==> src/rtl/register_pkg.sv <==
// Shared defaults for the generic enabled/clearable storage register.
package register_pkg;

  localparam int unsigned DEFAULT_WIDTH     = 32;
  localparam int unsigned DEFAULT_RESET_VAL = 0;

endpackage

==> src/rtl/register.sv <==
// Generic D-type register with load enable and synchronous clear.
// Reset is asynchronous and active-high, despite the port name rst_l.
module register
  import register_pkg::*;
#(
  parameter WIDTH     = DEFAULT_WIDTH,
  parameter RESET_VAL = DEFAULT_RESET_VAL
) (
  input  logic             clk,
  input  logic             rst_l,
  input  logic             en,
  input  logic             clear,
  input  logic [WIDTH-1:0] D,
  output logic [WIDTH-1:0] Q
);

  localparam logic [WIDTH-1:0] RST_Q = WIDTH'(RESET_VAL);

  // Remembers that reset has been applied; only the X check below reads it.
  logic seen_rst;

  // Reset wins over clear, and clear wins over load.
  always_ff @(posedge clk or posedge rst_l) begin
    if (rst_l) begin
      Q        <= RST_Q;
      seen_rst <= 1'b1;
    end else if (clear) begin
      Q <= RST_Q;
    end else if (en) begin
      Q <= D;
    end
  end

  // Simulation-only sanity checks.
  always @(posedge clk) begin
    assert (WIDTH >= 1);
    if (seen_rst && !rst_l) assert (!$isunknown(Q));
  end

endmodule

==> config.mk <==
export PLATFORM = sky130hd
export DESIGN_NAME = register
export DESIGN_NICKNAME = d
export VERILOG_FILES = /design/src/rtl/register_pkg.sv /design/src/rtl/register.sv
export SDC_FILE = /design/constraint.sdc
export NUM_CORES = 1
export LEC_CHECK = 0
export CORE_MARGIN = 2
export CORE_UTILIZATION = 40
export CTS_CLUSTER_DIAMETER = 120
export DETAILED_ROUTE_END_ITERATION = 8
export PLACE_DENSITY = 0.92
export SLEW_MARGIN = 10
export SYNTH_ARGS = -nofsm -noshare
export SYNTH_HDL_FRONTEND = slang
export SYNTH_SLANG_ARGS = --single-unit
==> constraint.sdc <==
create_clock -name clk -period 1.6 [get_ports clk]
set_input_delay 0.32 -clock clk [delete_from_list [all_inputs] [get_ports clk]]
set_output_delay 0.32 -clock clk [all_outputs]
set_load 0.005 [all_outputs]
* Yosys cells after proc, flatten, opt, wreduce, memory -nomap -nowiden
Index checks and enable logic that the tools add are counted.
Word-level totals: bits in registers 32, latch bits 0, memory bits (writable) 0, bits in read-only memories 0, input port bits 36, output and inout bits 32, memories 0
Cells by class: add/subtract/negate cells 0, $mul 0, div/mod/pow operators 0, $lt $le $gt $ge 0, equal/unequal tests 0, shift-type cells 0, muxes and demuxes 2, bitwise operators 0, reductions and logical operators 1
Operators with widths (number):
- 32-bit 2-to-1 mux | 2
- 2-bit nonzero test | 1

* Depth between registers and ports, before layout
Gate-level depths: netlist (run 1).
depth after elaboration 2, gate-level depth with buffers 4

* Worst setup path before layout (run 1)
Ideal clock, no wire load.
path type input-to-reg, from input port en, to register Q[0], arrival 787 ps, slack 681 ps, stages on the path 4, path buffers 2, cell sequence buf_6 > buf_12 > mux2i_1 > nor2_1
Between the ends: cells in the longest elaborated chain, start to end 1
Ends and longest elaborated chain:
- start: declaration | line register.sv:11 | input logic en,
- 2-bit nonzero test (no line)
- end signal: assignment | line register.sv:25 | Q <= RST_Q;
- end signal: assignment | line register.sv:28 | Q <= RST_Q;
- end signal: assignment | line register.sv:30 | Q <= D;
- end: declaration | line register.sv:14 | output logic [WIDTH-1:0] Q
No other way between the ends. A chain may end at the register's enable or synchronous reset.

* Final worst setup path (run 1)
from register Q[25], to output port Q[25]
No word-level cell between the ends.

==> results of run 1 <==
==> power by group through the flow <==
stage	clock network (W)	logic (W)	registers (W)
3_5_place_dp	0	0.000323	0.000894
5_1_grt	0.000726	0.000344	0.000884
3_3_place_gp	0	0.000310	0.000891
6_report	0.000670	0.000318	0.000878
2_1_floorplan	0	0.000124	0.000896
4_1_cts	0.000691	0.000324	0.000879
==> per-stage QoR <==
stage               setup slack, ns  std cells  utilization (%)  instance area, um2
global placement              0.406        211             64.9                2010
detailed placement            0.385        211             64.9                2010
floorplan                     0.589        104                -                1330
global route                 0.0105        219             67.9                2110
CTS                          0.0455        219             67.9                2110
finish                       0.0749        219             67.9                2110
==> cell families (layout without fill, tap and decap cells) <==
| kind of cell | after synthesis | count (layout) | share of synthesized area (%) |
|---|---|---|---|
| multiplexers | 32 | 32 | 24.1 |
| buffers and inverters | 8 | 79 | 6.50 |
| AND/OR/NAND/NOR | 32 | 32 | 9.05 |
| flip-flops | 32 | 32 | 60.3 |
==> cell type report <==
type / instances / area [um2] / area share [%]
sequential: 32 / 801 / 38.0
timing repair buffer: 70 / 713 / 33.8
multi-input combinational: 64 / 440 / 20.9
clock buffer: 7 / 65.1 / 3.09
tap: 44 / 55.1 / 2.61
clock inverter: 1 / 30.0 / 1.42
inverter: 1 / 3.75 / 0.178
==> tightest hold or removal path, stage by stage <==
cell,delay (ns)
clkdlybuf4s50_1,0.39
inv_1,0.05
buf_4,0.35
==> final timing paths <==
path / start / to / slack (ns)
max: Q[25] / Q[25] / 0.07
min in group clk: Q[26] / Q[26] / 0.53
min: rst_l / Q[18] / 0.37
max in group asynchronous: rst_l / Q[3] / 0.94
max reg2reg: Q[15] / Q[15] / 0.87
min reg2reg: Q[26] / Q[26] / 0.53
==> cells in the final DEF, fill, tap and decap left out, drive strengths merged <==
cell | Yosys | layout
buf | 4 | 4
bufinv | 0 | 1
clkbuf | 3 | 7
clkdlybuf4s50 | 0 | 66
dfrtp | 32 | 32
inv | 1 | 1
mux2i | 32 | 32
nor2 | 32 | 32
==> metal layers <==
layer | vias to the layer above | GRT usage (%)
met3 | 5 | 4.20
li1 | 483 | -
met1 | 473 | 20.4
met2 | 49 | 28.4
met4 | 0 | 7.29
met5 | - | 0
==> summary.txt, run 1 <==
Timing
  • Worst-Margin Slew: 0.399 ns
  • Max-slew violation count: 0
  • Setup TNS: 0 ns
  • Max Fclk: 0.656 GHz
  • Final setup violation count: 0
  • Final period util: 95.3%
  • Setup Skew: 0 ns
  • Post-route minimum period: 1.53 ns
  • RSZ-0062 raised after global routing: false
  • Hold slack: 0.365 ns
  • Max-slew headroom: 73.4%
  • Final hold viol count: 0

Power and ir drop
  • Peak ir drop on the vdd network: 0.677 mV
  • Leak: 1.00 nW
  • Clock power frac: 35.9%
  • Overall Power: 0.00187 W
  • Switching power: 0.000392 W
  • Flop pwr share: 47.1%
  • Int Pwr: 0.00147 W
  • Pwr Density: 885 nW/um2
  • Logic pwr share: 17.0%
  • Switching fraction of total power: 21.0%

Synth
  • Synth Warn #: 0
  • EDFF count, synth: 0
  • Post-synth cell types: 7
  • Top post-synthesis cells by area: dfrtp_1, mux2i_1, nor2_1
  • Mapped cell area: 1330 um2
  • Asr flop ratio synth: 100%
  • Avg Synthesized Cell Area: 12.8 um2
  • Top cells by count, synth: dfrtp_1, mux2i_1, nor2_1, buf_12, clkbuf_1
  • Leading area contributor after synthesis: dfrtp_1
  • Synth Register Bits: 32
  • Main synth FF type: dfrtp_1
  • Post-synthesis cell count: 104
  • Post-synth net total: 140
  • Proportion of netlist area held by the largest area contributor: 60.3%
  • Sequential area share after synthesis: 60.3%

Critical path
  • CP max-delay cell: clkdlybuf4s50_1
  • Worst path arrival time: 1.21 ns
  • Bufs and invs on worst path: 1
  • Critical path depth: 1
  • Crit path kind: reg -> out
  • Max FO, Critical Path: 2
  • Startpoint types: flop
  • CP cell instances: clkdlybuf4s50_1
  • CP required: 1.28 ns
  • CP top delay family: buffers and inverters
  • R2r worst-path depth: 2
  • CP peak stage delay: 0.51 ns
  • Element type at the critical path end: output port

Clock network
  • TritonCTS buffer count: 5
  • Post-CTS Setup Repair Bufs: 0
  • CTS Sinks: 32
  • Reg clk slew, reported paths: 0.10 ns
  • CTS Hold Bufs: 0
  • CTS H-tree lvls: 2
  • CTS root buf: clkbuf_4
  • CTS tree: built
  • Post-CTS sizing: 0
  • Clk buf depth: 2
  • Worst-Skew Late Latency: 0.31 ns

Outcome
  • Status: finished, final reports clean

Placed design
  • Hpwl dp: 2.28 mm
  • GPL Wtd Cong: 0.632
  • I/O Buffers: 67

GRT
  • Global Route Usage Sum: 16.8%
  • First-pass GRT wire length: 4.57 mm
  • Overflow after GRT: 0
  • Largest net degree at the start of global routing: 33
  • Initial antenna violation count: 0
  • Vias in the first global route: 1026

Cells and area
  • Max reg flops: 32
  • Most flops, register: Q
  • Area delta synth->final: 58.8%
  • Ant. Diodes: 0
  • Biggest regs: Q: 32 flops
  • Layout cells sized above 1: 6.86%
  • Final net count: 210
  • Number of fill cells: 268

Die
  • Core ar.: 3100 um2
  • Starting Density: 42.8%
  • Chip width: 61.6 um
  • Row count: 20
  • Die Ht: 61.6 um
  • Ports: 68
  • Die area: 3800 um2

Detailed routing
  • Routed WL: 3.02 mm
  • Via-to-Cell Ratio: 4.61
  • Post-DRT Antenna Nets: 0
  • Total number of vias: 1010
  • DR pass1 iterations: 4
  • Drt drc: 0
  • Wire length on met3: 253 um
  • M1 WL: 1.26 mm
  • Met2 WL post-DR: 1.47 mm
  • DR WL/cell: 13.8 um
  • Initial DRC count: 23
  • Top sig layer: met4

Run
  • Number of max-cap violations: 0

Hold path
  • Hold Crit Class: in -> async
Power figures use the tool's default switching activity.
==> run 2: changes to the inputs <==
- MAX_ROUTING_LAYER: unset -> met4
- SKIP_LAST_GASP: unset -> 1
==> run 2 against run 1 <==
  * Wire length shrank 0.20%
  * First-iteration DRC count stayed put
  * Design area unchanged
  * Flip-flop and latch count is the same
==> summary.txt, run 2 (synthesis gave the netlist of run 1 again) <==
Timing
  • Final period util: 95.1%
  • Setup TNS: 0 ns
  • Max-slew violation count: 0
  • Setup Skew: 0 ns
  • Max Fclk: 0.657 GHz
  • Post-route minimum period: 1.52 ns
  • Final setup violation count: 0
  • Max-slew headroom: 73.5%
  • RSZ-0062 raised after global routing: false
  • Worst-Margin Slew: 0.397 ns
  • Final hold viol count: 0

Detailed routing
  • Post-DRT Antenna Nets: 0
  • Routed WL: 3.02 mm
  • Initial DRC count: 23
  • Via-to-Cell Ratio: 4.57
  • DR pass1 iterations: 4
  • DR WL/cell: 13.8 um
  • Total number of vias: 1001
  • Drt drc: 0

Die
  • Row count: 20
  • Starting Density: 42.8%
  • Core ar.: 3100 um2
  • Die Ht: 61.6 um
  • Chip width: 61.6 um
  • Ports: 68
  • Die area: 3800 um2

Critical path
  • Element type at the critical path end: output port
  • Bufs and invs on worst path: 1
  • CP required: 1.28 ns
  • CP peak stage delay: 0.51 ns
  • CP max-delay cell: clkdlybuf4s50_1
  • CP cell instances: clkdlybuf4s50_1
  • Critical path depth: 1
  • Startpoint types: flop
  • Max FO, Critical Path: 2
  • Crit path kind: reg -> out
  • Worst path arrival time: 1.20 ns
  • R2r worst-path depth: 2
  • CP top delay family: buffers and inverters

GRT
  • GRT met2 Usage: 28.4%
  • Met3 Use GR: 3.99%
  • GRT met1 Usage: 20.5%
  • First-pass GRT wire length: 4.57 mm
  • Global Route Usage Sum: 17.4%
  • Vias in the first global route: 1027
  • Initial antenna violation count: 0
  • Overflow after GRT: 0
  • GR peak layer: met2
  • Largest net degree at the start of global routing: 33

Clock network
  • Reg clk slew, reported paths: 0.10 ns
  • CTS Hold Bufs: 0
  • TritonCTS buffer count: 5
  • Worst-Skew Late Latency: 0.31 ns
  • CTS Sinks: 32
  • Clk buf depth: 2
  • CTS H-tree lvls: 2
  • CTS root buf: clkbuf_4
  • CTS tree: built
  • Post-CTS sizing: 0
  • Post-CTS Setup Repair Bufs: 0

Power and ir drop
  • Switching power: 0.000389 W
  • Logic pwr share: 17.1%
  • Clock power frac: 35.8%
  • Pwr Density: 884 nW/um2
  • Flop pwr share: 47.1%
  • Int Pwr: 0.00147 W
  • Peak ir drop on the vdd network: 0.677 mV
  • Switching fraction of total power: 20.9%
  • Leak: 1.00 nW

Run
  • Number of max-cap violations: 0

Cells and area
  • Commonest non-fill, non-tap cell in the layout: clkdlybuf4s50_1
  • Cell area after layout: 2110 um2
  • Biggest regs: Q: 32 flops
  • Max reg flops: 32
  • Area delta synth->final: 58.8%
  • Finished Layout Cells: 219
  • Most flops, register: Q
  • Layout cells sized above 1: 6.86%
  • Fin util: 67.9%
  • Final net count: 210
  • Most frequent cells in the layout: clkdlybuf4s50_1, dfrtp_1, mux2i_1, nor2_1, clkbuf_4
  • Ant. Diodes: 0

Placed design
  • Placed cell count: 211
  • GPL Wtd Cong: 0.638
  • DP Area: 2010 um2
  • Hpwl dp: 2.28 mm
  • I/O Buffers: 67

Outcome
  • Status: finished, final reports clean

Hold path
  • Hold Crit Class: in -> async
[run 2: layout make-up]
type                       count  area (um2)
sequential                    32         801
multi-input combinational     64         440
inverter                       1        3.75
clock buffer                   7        65.1
fill                         268         995
timing repair buffer          70         713
clock inverter                 1        30.0
tap                           44        55.1
[run 2: path summary, 6_finish.rpt]
| check | startpoint | slack, ns | endpoint |
|---|---|---|---|
| min reg2reg | Q[26] | 0.53 | Q[26] |
| max in group asynchronous | rst_l | 0.94 | Q[3] |
| min | rst_l | 0.37 | Q[18] |
| max reg2reg | Q[15] | 0.87 | Q[15] |
| min in group clk | Q[26] | 0.53 | Q[26] |
| max | Q[25] | 0.08 | Q[25] |
[run 2: routing by layer]
metal  wire [um]  up-vias
met5           0        -
met4          37        0
met3         226        5
met2        1470       51
met1        1280      462
li1            -      483
[run 2: per-stage QoR]
step                      power (W)  worst slack, ns  hold WS [ns]
after floorplan             0.00102            0.589         0.386
after global placement      0.00120            0.406         0.501
after detailed placement    0.00122            0.385         0.515
after CTS                   0.00189           0.0455         0.366
after global routing        0.00195           0.0105         0.376
final                       0.00186           0.0788         0.368
[run 2: power by group through the flow]
| stage | Sequential, W | Clock (W) | Combinational, W |
|---|---|---|---|
| 2_1_floorplan | 0.000896 | 0 | 0.000124 |
| 5_1_grt | 0.000884 | 0.000726 | 0.000344 |
| 3_3_place_gp | 0.000891 | 0 | 0.000310 |
| 3_5_place_dp | 0.000894 | 0 | 0.000323 |
| 6_report | 0.000878 | 0.000667 | 0.000318 |
| 4_1_cts | 0.000879 | 0.000691 | 0.000324 |
==> run 3: changes to the inputs <==
- CORE_UTILIZATION: 40 -> 42
- GPL_TIMING_DRIVEN: unset -> 0
- PLACE_DENSITY: 0.92 -> 0.95
==> run 3 against run 2 <==
  * Global-route usage rose by 1.7 points
  * Die area is 4.5% lower
  * Design area rose by 1.4%
  * Sequential share of layout area fell by 0.53 points
  * Critical endpoint is now Q[2]
==> summary.txt, run 3 (synthesis gave the netlist of run 1 again) <==
Die
  • Row count: 20
  • Ports: 68
  • Die Ht: 60.2 um
  • Starting Density: 43.8%
  • Core ar.: 3030 um2
  • Chip width: 60.2 um
  • Die area: 3630 um2

Cells and area
  • Number of fill cells: 230
  • Most frequent cells in the layout: clkdlybuf4s50_1, dfrtp_1, mux2i_1, nor2_1, clkbuf_4
  • Layout cells sized above 1: 7.30%
  • Commonest non-fill, non-tap cell in the layout: clkdlybuf4s50_1
  • Most flops, register: Q
  • Area delta synth->final: 61.1%
  • Final net count: 213
  • Biggest regs: Q: 32 flops
  • Max reg flops: 32
  • Ant. Diodes: 0

Clock network
  • TritonCTS buffer count: 5
  • CTS root buf: clkbuf_4
  • Post-CTS sizing: 0
  • Clk buf depth: 2
  • CTS Hold Bufs: 0
  • Reg clk slew, reported paths: 0.10 ns
  • CTS Sinks: 32
  • CTS H-tree lvls: 2
  • Post-CTS Setup Repair Bufs: 0
  • CTS tree: built
  • Worst-Skew Late Latency: 0.33 ns

Detailed routing
  • Drt drc: 0
  • DR pass1 iterations: 4
  • Routed WL: 3.23 mm
  • Post-DRT Antenna Nets: 0
  • Via-to-Cell Ratio: 4.64
  • DR WL/cell: 14.5 um
  • Total number of vias: 1029
  • Initial DRC count: 14

Placed design
  • GPL Wtd Cong: 0.733
  • Hpwl dp: 2.55 mm
  • Dpl ws: -0.167 ns
  • I/O Buffers: 66

GRT
  • Vias in the first global route: 1027
  • Initial antenna violation count: 0
  • Largest net degree at the start of global routing: 33
  • Global Route Usage Sum: 19.1%
  • Overflow after GRT: 0
  • First-pass GRT wire length: 4.64 mm

Timing
  • Max Fclk: 0.646 GHz
  • Max-slew violation count: 0
  • Final setup violation count: 0
  • RSZ-0062 raised after global routing: false
  • Worst-Margin Slew: 0.654 ns
  • Final period util: 96.7%
  • Final setup margin: 0.0529 ns
  • Setup Skew: 0 ns
  • Final hold viol count: 0
  • Max-slew headroom: 56.3%
  • Setup TNS: 0 ns
  • Post-route minimum period: 1.55 ns

Hold path
  • Hold Crit Class: in -> reg
  • Hold path startpoint: en

Critical path
  • R2r worst-path depth: 2
  • CP top delay family: buffers and inverters
  • CP max-delay cell: clkdlybuf4s50_1
  • CP required: 1.28 ns
  • CP peak stage delay: 0.53 ns
  • Crit path kind: reg -> out
  • Max FO, Critical Path: 2
  • FF-to-FF End: Q[29]
  • Crit path from: Q[2]
  • Element type at the critical path end: output port
  • Startpoint types: flop
  • FF-to-FF setup slack: 0.85 ns
  • Bufs and invs on worst path: 1
  • Launch point of the worst reg-to-reg path: Q[29]
  • Critical path depth: 1
  • Worst path arrival time: 1.23 ns
  • End of the critical path: Q[2]
  • CP cell instances: clkdlybuf4s50_1

Power and ir drop
  • Pwr Density: 882 nW/um2
  • Leak: 1.01 nW
  • Peak ir drop on the vdd network: 0.666 mV

Outcome
  • Status: finished, final reports clean

Run
  • Number of max-cap violations: 0
run 3: area by class of cell:
class / count / area (um2) / share of cell area (%)
Sequential cell: 32 / 801 / 37.4
Timing Repair Buffer: 66 / 661 / 30.9
Multi-Input combinational cell: 64 / 440 / 20.6
Buffer: 7 / 82.6 / 3.86
Clock buffer: 7 / 65.1 / 3.04
Tap cell: 44 / 55.1 / 2.57
Clock inverter: 1 / 30.0 / 1.40
Inverter: 1 / 3.75 / 0.176
run 3: worst min path at each step:
stage / endpoint / slack (ns) / depth (start not counted)
floorplan: Q[10] / 0.39 / 1
global placement: Q[25] / 0.50 / 2
detailed placement: Q[8] / 0.51 / 2
CTS: Q[11] / 0.30 / 3
global route: Q[11] / 0.33 / 3
finish: Q[11] / 0.31 / 3
run 3: stage by stage:
step / area, um2 / utilization (%) / instances / hold slack, ns / total power [W]
6_report: 2140 / 70.6 / 222 / 0.315 / 0.00189
5_1_grt: 2140 / 70.6 / 222 / 0.327 / 0.00196
4_1_cts: 2140 / 70.6 / 222 / 0.297 / 0.00191
3_5_place_dp: 2040 / 67.5 / 214 / 0.511 / 0.00123
3_3_place_gp: 2040 / 67.5 / 214 / 0.504 / 0.00121
2_1_floorplan: 1330 / - / 104 / 0.386 / 0.00102
run 3: where the power goes:
part           internal (W)  switching (W)
combinational      0.000212       0.000115
clock              0.000415       0.000266
sequential         0.000853      0.0000244
run 3: routing by layer:
metal / global-route usage, % / wire length (um) / vias to the layer above
li1: - / - / 487
met1: 18.2 / 1140 / 496
met2: 32.3 / 1770 / 37
met3: 7.79 / 200 / 9
met4: 10.8 / 110 / 0
met5: - / 0 / -
